**src/rtl/sp_fpu_seq_pkg.sv**
```systemverilog
// Shared encodings for the sequential single-precision FPU.
// Imported by the FPU datapath and by its initiators.
package sp_fpu_seq_pkg;

    typedef enum logic [1:0] {
        OP_MUL = 2'd0,
        OP_DIV = 2'd1,
        OP_ADD = 2'd2,
        OP_SUB = 2'd3
    } op_e;

    typedef enum logic [2:0] {
        IDLE,
        UNPACK,
        ALIGN,
        ADDSUB,
        MULIT,
        DIVIT,
        NORM,
        DONE
    } state_e;

    localparam logic [31:0] QNAN      = 32'h7FC00000;
    localparam int          MUL_ITERS = 24;
    localparam int          DIV_ITERS = 25;

endpackage

```
**src/rtl/sp_lzc48.sv**
```systemverilog
// Combinational 48-bit leading-zero counter.
// Returns 48 when the input is all zeros.
module sp_lzc48 (
    input  logic [47:0] x,
    output logic [5:0]  lz
);

    always_comb begin
        lz = 6'd48;
        for (int i = 0; i < 48; i++) begin
            if (x[i]) lz = 6'(47 - i);
        end
    end

endmodule

```
**src/rtl/sp_fpu_seq.sv**
```systemverilog
// Multi-cycle IEEE-754 single FPU: mult, div, add, sub.
// Truncating rounding, denormals flushed to zero.
module sp_fpu_seq
    import sp_fpu_seq_pkg::*;
(
    input  logic        clk,
    input  logic        reset,
    input  logic [31:0] a,
    input  logic [31:0] b,
    input  logic [1:0]  op,
    input  logic        go,
    output logic [31:0] d,
    output logic        done
);

    state_e state, state_nx;
    op_e    rop;
    logic [31:0] ra, rb, res;
    logic        sa, sb, rsign;
    logic signed [9:0] ea, eb, rexp;
    logic [23:0] ma, mb;
    logic [47:0] acc;
    logic [24:0] rem;
    logic [4:0]  cnt;

    logic [7:0]  xa, xb;
    logic        za, zb, ia, ib, na, nb;
    logic        u_sa, u_sb, sx;
    logic signed [9:0] u_ea, u_eb;
    logic [23:0] u_ma, u_mb;

    assign xa   = ra[30:23];
    assign xb   = rb[30:23];
    assign za   = (xa == 8'd0);
    assign zb   = (xb == 8'd0);
    assign ia   = (xa == 8'hFF) && (ra[22:0] == 23'd0);
    assign ib   = (xb == 8'hFF) && (rb[22:0] == 23'd0);
    assign na   = (xa == 8'hFF) && (ra[22:0] != 23'd0);
    assign nb   = (xb == 8'hFF) && (rb[22:0] != 23'd0);
    assign u_sa = ra[31];
    assign u_sb = rb[31] ^ (rop == OP_SUB);
    assign sx   = ra[31] ^ rb[31];
    assign u_ea = za ? 10'sd0 : $signed({2'b00, xa});
    assign u_eb = zb ? 10'sd0 : $signed({2'b00, xb});
    assign u_ma = za ? 24'd0 : {1'b1, ra[22:0]};
    assign u_mb = zb ? 24'd0 : {1'b1, rb[22:0]};

    logic        spec;
    logic [31:0] spec_val;

    always_comb begin
        spec     = 1'b1;
        spec_val = QNAN;
        if (!(na || nb)) begin
            case (rop)
                OP_MUL: begin
                    if (!((ia && zb) || (za && ib))) begin
                        spec     = ia || ib;
                        spec_val = {sx, 8'hFF, 23'd0};
                    end
                end
                OP_DIV: begin
                    if (!((za && zb) || (ia && ib))) begin
                        spec     = zb || ia || ib;
                        spec_val = ib ? {sx, 31'd0} : {sx, 8'hFF, 23'd0};
                    end
                end
                default: begin
                    if (!(ia && ib && (u_sa != u_sb))) begin
                        spec     = ia || ib;
                        spec_val = {ia ? u_sa : u_sb, 8'hFF, 23'd0};
                    end
                end
            endcase
        end
    end

    logic signed [9:0] ediff;
    logic [9:0]  sh;
    logic [24:0] s_sum, s_dab, s_dba, m_sum;
    logic        d_ge;
    logic [23:0] d_rem;

    assign ediff = ea - eb;
    assign sh    = ediff[9] ? $unsigned(-ediff) : $unsigned(ediff);
    assign s_sum = {1'b0, ma} + {1'b0, mb};
    assign s_dab = {1'b0, ma} - {1'b0, mb};
    assign s_dba = {1'b0, mb} - {1'b0, ma};
    assign m_sum = {1'b0, acc[47:24]} + {1'b0, mb[0] ? ma : 24'd0};
    assign d_ge  = (rem >= {1'b0, mb});
    assign d_rem = d_ge ? 24'(rem - {1'b0, mb}) : rem[23:0];

    // acc bit 47 carries weight 2^(rexp-127) for every operation
    logic [5:0]  lz;
    logic [22:0] n_frac;
    logic signed [9:0] n_exp;
    logic [31:0] n_val;

    sp_lzc48 u_lzc (
        .x  (acc),
        .lz (lz)
    );

    assign n_frac = 23'((acc << lz) >> 24);
    assign n_exp  = rexp - $signed({4'b0000, lz});

    always_comb begin
        n_val = {rsign, n_exp[7:0], n_frac};
        if (acc == 48'd0)
            n_val = {rsign & ~rop[1], 31'd0};
        else if (n_exp >= 10'sd255)
            n_val = {rsign, 8'hFF, 23'd0};
        else if (n_exp <= 10'sd0)
            n_val = {rsign, 31'd0};
    end

    always_comb begin
        state_nx = state;
        case (state)
            IDLE:   if (go) state_nx = UNPACK;
            UNPACK: begin
                if (spec)              state_nx = DONE;
                else if (rop == OP_MUL) state_nx = MULIT;
                else if (rop == OP_DIV) state_nx = DIVIT;
                else                   state_nx = ALIGN;
            end
            ALIGN:  state_nx = ADDSUB;
            ADDSUB: state_nx = NORM;
            MULIT:  if (cnt == 5'(MUL_ITERS - 1)) state_nx = NORM;
            DIVIT:  if (cnt == 5'(DIV_ITERS - 1)) state_nx = NORM;
            NORM:   state_nx = DONE;
            DONE:   state_nx = IDLE;
            default: state_nx = IDLE;
        endcase
    end

    always_ff @(posedge clk or posedge reset) begin
        if (reset) state <= IDLE;
        else       state <= state_nx;
    end

    always_ff @(posedge clk or posedge reset) begin
        if (reset) begin
            d <= '0; done <= 1'b0; res <= '0;
            ra <= '0; rb <= '0; rop <= OP_MUL;
            sa <= 1'b0; sb <= 1'b0; rsign <= 1'b0;
            ea <= '0; eb <= '0; rexp <= '0;
            ma <= '0; mb <= '0; acc <= '0;
            rem <= '0; cnt <= '0;
        end else begin
            done <= (state == DONE);
            case (state)
                IDLE: begin
                    if (go) begin
                        ra  <= a;
                        rb  <= b;
                        rop <= op_e'(op);
                    end
                end
                UNPACK: begin
                    sa <= u_sa; sb <= u_sb; rsign <= sx;
                    ea <= u_ea; eb <= u_eb;
                    ma <= u_ma; mb <= u_mb;
                    rem <= {1'b0, u_ma};
                    acc <= '0; cnt <= '0; res <= spec_val;
                    rexp <= (rop == OP_DIV) ? u_ea - u_eb + 10'sd150
                                            : u_ea + u_eb - 10'sd126;
                end
                ALIGN: begin
                    if (!ediff[9]) begin
                        mb   <= mb >> sh;
                        rexp <= ea + 10'sd1;
                    end else begin
                        ma   <= ma >> sh;
                        rexp <= eb + 10'sd1;
                    end
                end
                ADDSUB: begin
                    if (sa == sb) begin
                        acc <= {s_sum, 23'd0}; rsign <= sa;
                    end else if (ma >= mb) begin
                        acc <= {s_dab, 23'd0}; rsign <= sa;
                    end else begin
                        acc <= {s_dba, 23'd0}; rsign <= sb;
                    end
                end
                MULIT: begin
                    acc <= {m_sum, acc[23:1]};
                    mb  <= mb >> 1;
                    cnt <= cnt + 5'd1;
                end
                DIVIT: begin
                    rem <= {d_rem, 1'b0};
                    acc <= {acc[46:0], d_ge};
                    cnt <= cnt + 5'd1;
                end
                NORM: res <= n_val;
                DONE: d <= res;
                default: ;
            endcase
        end
    end

endmodule

```
**config.mk**
```make
export PLATFORM = sky130hd
export DESIGN_NAME = sp_fpu_seq
export DESIGN_NICKNAME = d
export VERILOG_FILES = /design/src/rtl/sp_fpu_seq_pkg.sv /design/src/rtl/sp_lzc48.sv /design/src/rtl/sp_fpu_seq.sv
export SDC_FILE = /design/constraint.sdc
export NUM_CORES = 1
export LEC_CHECK = 0
export BUFFER_PORTS_ARGS = -buffer_cell sky130_fd_sc_hd__buf_2
export CAP_MARGIN = 10
export CORE_ASPECT_RATIO = 0.6
export CORE_MARGIN = 3
export CORE_UTILIZATION = 45
export CTS_CLUSTER_DIAMETER = 120
export DETAILED_ROUTE_END_ITERATION = 8
export GPL_TIMING_DRIVEN = 0
export PLACE_DENSITY = 0.62
export SYNTH_ARGS = -nofsm -noshare
export SYNTH_HDL_FRONTEND = slang
export SYNTH_HIERARCHICAL = 1
export SYNTH_SLANG_ARGS = --single-unit
```
**constraint.sdc**
```tcl
create_clock -name clk -period 15.1 [get_ports clk]
set_input_delay 1.51 -clock clk [delete_from_list [all_inputs] [get_ports clk]]
set_output_delay 1.51 -clock clk [all_outputs]
set_load 0.01 [all_outputs]
```
==> impl_metrics.yaml, run 1 <==
status:
  status: "complete, no violations"
sta:
  setup_viol_count_final: 0
  max_clock_freq_mhz: 145
  slew_viol_final: 0
  rsz0062_at_grt: "no"
  worstMarginPinSlew_ps: 1280
  timing.final.crit_share_pct: 45.7
  tns_ps: 0
  period_minus_slack_ps: 6890
  final_hold_viol_count: 0
  finalClockSkew_ps: 36.9
  slew_headroom_pct: 14.8
grt:
  overflow: 0
  grt-busiest-layer: "met1"
  grt_use_met2_pct: 44.6
  antenna_found_initial: 1
  grt_pass1_wl_mm: 171
  grt_util_all_layers_pct: 36.5
  grt_max_degree: 122
  met3_usage_pct: 16.1
  grt_pass1_vias: 25600
  met1_usage_pct: 57.6
synth:
  synth_top_family_by_area: "compound AO/OA/AOI/OAI gates"
  syn_avg_cell_area_um2: 8.56
  synth_most_common_cell: "dfrtp_1"
  synth.distinct_cells: 99
  syn_area_mm2: 0.0264
  synth_compound_area_share_pct: 24.0
  synth_fa_ha_area_share_pct: 8.36
  synthFlopType: "dfrtp_1"
  yosysWarnings: 6
  synth_mux_area_share_pct: 15.8
  ys_seq_elements: 289
  yosysTopAreaCellShare_pct: 27.4
  ys_seq_area_share_pct: 27.4
  synthSimpleGateAreaFrac_pct: 15.9
  async_reset_ff_share_pct: 100
  syn_inst: 3086
  synthTopCellsByArea: "dfrtp_1 27%, ha_1 7.7%, mux4_2 5.5%, mux2i_1 5.4%, a21oi_1 4.8%"
  synth-edff-count: 0
  synth-xor-area-share_pct: 3.08
  synth_common_cells: "289 x dfrtp_1, 273 x nand2_1, 263 x nor2_1"
  netlist.top_cell.by_area: "dfrtp_1"
  synth.net_count: 3326
critical_path:
  cp_num_buf_inv: 5
  start_kind: "flop"
  startpoint: "acc[0]"
  required_ps: 15650
  rr_startpoint: "acc[0]"
  max_stage_delay_ps: 610
  path_class: "reg -> reg"
  crit_cells: 21
  cpMostUsedCell: "clkbuf_1"
  slowest_stage: "dfrtp_1"
  crit_family: "compound AO/OA/AOI/OAI gates"
  r2r_slack_ps: 8210
  critPathCaptureType: "flop"
  arrival_ps: 7450
  crit_fanout: 11
  cp_cell_sequence: "nor2_1 > o31a_1 > nor4_1 > o21ai_1 > a21oi_1 > buf_2 > clkbuf_1 > inv_2 > clkbuf_1 > ha_1 > nor2b_1 > o21ai_0 > a21boi_0 > o21a_1 > o21a_1 > o31ai_1 > nand3_1 > a41o_1 > a31oi_1 > clkbuf_1 > a22o_1"
  worstRegToRegCells: 21
floorplanning:
  fp-row-count: 68
  die_x_um: 319
  die_y_um: 194
  io_pins: 102
  initial_utilization_pct: 45.7
  die-area_mm2: 0.0617
  core_area_mm2: 0.0578
route:
  routed_via_density: 6.78
  num_vias: 27200
  route.detailed.drc: 0
  routed_wl_mm: 116
  drt_pass1_iterations: 8
  wl_per_cell_um: 29.0
  drt-initial-drc-count: 4189
  ant_nets: 0
clock_network:
  ctsResizeCount: 0
  cts.htree.levels: 1
  cts_hold_buf: 0
  numCtsBuffers: 31
  post-cts-setup-buffers: 0
  root_buffer: "clkbuf_16"
  clock_sinks: 289
  cts.path.max_buffers: 3
  clk_pin_slew_ps: 70
  clk_latency_ps: 650
  cts_tree: "done"
final_layout:
  fillCellCount: 5541
  syn_to_final_growth_pct: 9.83
  drive_gt1_share_pct: 12.5
  finalNetCount: 3463
place:
  numPortBuffers: 101
  dpl.hpwl_mm: 92.5
  place.gp.congestion: 1.04
hold_path:
  worstHoldPathCells: 1
  worstHoldPathType: "reg -> reg"
  worstHoldStart: "res[3]"
flow_run:
  drv_cap: 0
## final cells by class
| cell class | count | area, µm² | share of cell area [%] |
|---|---|---|---|
| repair buffers | 104 | 568 | 1.96 |
| inverters | 164 | 623 | 2.15 |
| clock inverters | 12 | 164 | 0.565 |
| well taps | 770 | 963 | 3.32 |
| clock buffers | 43 | 891 | 3.07 |
| multi-input cells | 2434 | 17700 | 61.0 |
| plain buffers | 199 | 866 | 2.99 |
| flip-flops and latches | 289 | 7230 | 24.9 |
| diodes | 1 | 2.50 | 0.00863 |
## registers in the layout, indices dropped and copies added (netlist names)
name,count
mb,24
sb,1
rsign,1
state,3
rexp,10
sa,1
res,32
ma,24
rem,25
acc,48
ea,8
rop,2
rb,32
done,1
eb,8
cnt,5
ra,32
d,32
## placed cells by master, fill, tap and decap left out, types with 19 or more instances in the layout
| master | netlist | final |
|---|---|---|
| and3_1 | 19 | 19 |
| a21oi_1 | 252 | 252 |
| mux2i_1 | 143 | 143 |
| a211oi_1 | 33 | 33 |
| o211ai_1 | 24 | 24 |
| o21a_1 | 21 | 21 |
| nor2b_1 | 25 | 25 |
| mux2_2 | 107 | 107 |
| inv_1 | 158 | 157 |
| clkbuf_1 | 146 | 151 |
| xnor2_1 | 57 | 57 |
| buf_2 | 18 | 119 |
| nand2b_1 | 24 | 24 |
| nor3_1 | 67 | 67 |
| o31ai_1 | 21 | 21 |
| a22o_1 | 19 | 19 |
| dfrtp_1 | 289 | 289 |
| clkbuf_16 | 0 | 31 |
| nand2_1 | 273 | 273 |
| a31oi_1 | 30 | 30 |
| ha_1 | 162 | 162 |
| o22ai_1 | 38 | 38 |
| nand4_1 | 31 | 31 |
| xor2_1 | 34 | 34 |
| o21ai_0 | 213 | 213 |
| o21bai_1 | 22 | 22 |
| nor2_1 | 263 | 263 |
| mux4_2 | 65 | 65 |
| a21o_1 | 40 | 40 |
| nor4_1 | 42 | 42 |
| nand3_1 | 55 | 55 |
| a221oi_1 | 29 | 29 |
| a22oi_1 | 47 | 47 |
## metrics by stage
step	setup slack, ps	instance area [µm²]	cells	hold WS [ps]	util [%]
CTS	8400	29000	4015	498	50.2
finish	8210	29000	4016	496	50.2
global route	7670	29000	4015	513	50.2
floorplan	5610	26400	3086	450	-
global placement	1880	27900	3957	477	48.3
detailed placement	8430	27900	3960	486	48.4
## logic make-up (layout without fill, tap and decap cells)
group	count (synthesis)	count (layout)
multiplexers	318	318
AND/OR/NAND/NOR	891	891
other	0	1
adder cells (fa/ha/maj)	171	171
AO/OA/AOI/OAI	962	962
buffers and inverters	363	522
flip-flops	289	289
XOR/XNOR	92	92
## final timing paths
check	endpoint
max in group asynchronous	rem[0]
setup / recovery	res[14]
min in group asynchronous	d[23]
hold / removal	res[3]
setup reg to reg	res[14]
hold reg to reg	res[3]
## layer usage
metal  vias to the layer above  part of all wire (%)
li1                      11800                     -
met1                     13400                    46
met2                      1867                    35
met3                       171                    16
met4                         0                   2.0
met5                         -                     0
Power of run 1 is left out: the tool's default activity adds up to more than one toggle a clock period on the data nets, which glitch-free logic cannot reach.
==> run 2, diff against run 1 <==
PLACE_DENSITY = 0.64   (was 0.62)
clock period = 6 ns   (was 15.1 ns; I/O delays follow)
==> run 2 against run 1 <==
First-iteration DRC count decreased by 5.5%. Worst hold slack got worse by 360 ps. Setup slack lost 8000 ps. Highest routed layer is now met5. Via count rose by 0.59%. Wire length rose by 2.3%. Final cell count rose by 0.20%. Die area stayed put. Flip-flop and latch count did not move. Critical path type unchanged.
==> impl_metrics.yaml, run 2 (synthesis gave the netlist of run 1 again) <==
route:
  ant_nets: 0
  wl_per_cell_um: 29.6
  routed_wl_mm: 119
  routed_via_density: 6.81
  drt-initial-drc-count: 3957
  num_vias: 27400
  route.detailed.drc: 0
  drt_pass1_iterations: 7
floorplanning:
  fp-row-count: 68
  die_y_um: 194
  die-area_mm2: 0.0617
  core_area_mm2: 0.0578
  io_pins: 102
  die_x_um: 319
  initial_utilization_pct: 45.7
critical_path:
  cp_cell_sequence: "inv_1 > buf_1 > ha_1 > inv_1 > fa_1 > a21oi_1 > nand4b_1 > a31oi_1 > a221oi_1 > a21oi_1 > nor4b_1 > a211oi_1 > a211oi_1 > xnor2_1 > o221ai_1"
  start_kind: "flop"
  r2r_slack_ps: 170
  slowest_stage: "a221oi_1"
  startpoint: "mb[0]"
  crit_family: "compound AO/OA/AOI/OAI gates"
  crit_cells: 15
  worstRegToRegCells: 15
  setup.worst_path.end: "acc[43]"
  cp_num_buf_inv: 3
  critPathCaptureType: "flop"
  crit_fanout: 10
  path_class: "reg -> reg"
  timing.rr.end: "acc[43]"
  required_ps: 6500
  rr_startpoint: "mb[0]"
  max_stage_delay_ps: 940
  arrival_ps: 6330
sta:
  finalClockSkew_ps: 12.4
  final_hold_viol_count: 0
  timing.final.crit_share_pct: 97.2
  rsz0062_at_grt: "no"
  slew_viol_final: 0
  max_clock_freq_mhz: 172
  slew_headroom_pct: 7.69
  period_minus_slack_ps: 5830
  whs_ps: 139
  worstMarginPinSlew_ps: 1380
  setup_viol_count_final: 0
hold_path:
  worstHoldPathType: "in -> async"
flow_run:
  drv_cap: 0
final_layout:
  post-route-util_pct: 50.5
  final_common_cell: "dfrtp_1"
  drive_gt1_share_pct: 13.0
  register_area_mm2: 0.00723
  final_cell_mix: "289 x dfrtp_1, 273 x nand2_1, 263 x nor2_1, 252 x a21oi_1, 213 x o21ai_0"
  finalNetCount: 3465
  multi_input_area_mm2: 0.0177
  syn_to_final_growth_pct: 10.4
  layout.cells.non_filler: 4024
  regMostFlops: "acc"
  largest_register_ffs: 48
  stdcell_area_mm2: 0.0292
  fillCellCount: 5523
clock_network:
  clock_sinks: 289
  root_buffer: "clkbuf_16"
  post-cts-setup-buffers: 0
  clk_latency_ps: 650
  cts_tree: "done"
  cts_hold_buf: 0
  ctsResizeCount: 3
  cts.path.max_buffers: 3
  cts.htree.levels: 1
  clk_pin_slew_ps: 70
  numCtsBuffers: 31
place:
  numPortBuffers: 101
  dpl_cell_area_mm2: 0.0280
  place.gp.congestion: 1.04
  dpl.hpwl_mm: 95.2
  placed_cells: 3965
status:
  status: "complete, no violations"
grt:
  antenna_found_initial: 9
  grt_pass1_vias: 25600
  grt_max_degree: 41
  grt_pass1_wl_mm: 174
  overflow: 0
  grt_util_all_layers_pct: 37.4
==> run 2: cell types whose count changed in the layout (fill, tap and decap cells not counted), sizes merged <==
cell / delta
clkbuf: -9
bufinv: +2
inv: -1
buf: +5
clkinvlp: +2
clkinv: +4
diode: +5
==> run 2: how the worst min path moves through the flow <==
stage	end	slack, ps	cells past startpoint
floorplan	eb[5]	450	2
global placement	eb[7]	480	2
detailed placement	eb[5]	480	2
CTS	mb[7]	140	2
global route	ra[30]	160	3
finish	rb[5]	140	2
==> run 2: per-stage QoR <==
step | TNS (ps) | setup WS, ps
floorplan | 0 | 945
global placement | -87770 | -470
detailed placement | -9450 | -572
CTS | 0 | 13.8
global route | 0 | 27.7
finish | 0 | 170
==> run 2: final cells by class <==
class	count	share of cell area, %
Multi-Input combinational cell	2434	60.7
Inverter	164	2.12
Antenna cell	6	0.0515
Clock inverter	19	0.901
Tap cell	770	3.30
Sequential cell	289	24.8
Clock buffer	37	2.84
Timing Repair Buffer	110	2.29
Buffer	195	2.94
==> run 2: routing by layer <==
| layer | track usage (%) | wire, µm | vias up | share of wire [%] |
|---|---|---|---|---|
| li1 | - | - | 11800 | - |
| met1 | 58.1 | 54900 | 13500 | 46 |
| met2 | 45.6 | 42500 | 1906 | 36 |
| met3 | 17.5 | 19400 | 181 | 16 |
| met4 | 7.32 | 2370 | 6 | 2.0 |
| met5 | 0 | 43 | - | 0.036 |
Power of run 2 is left out for the same reason.
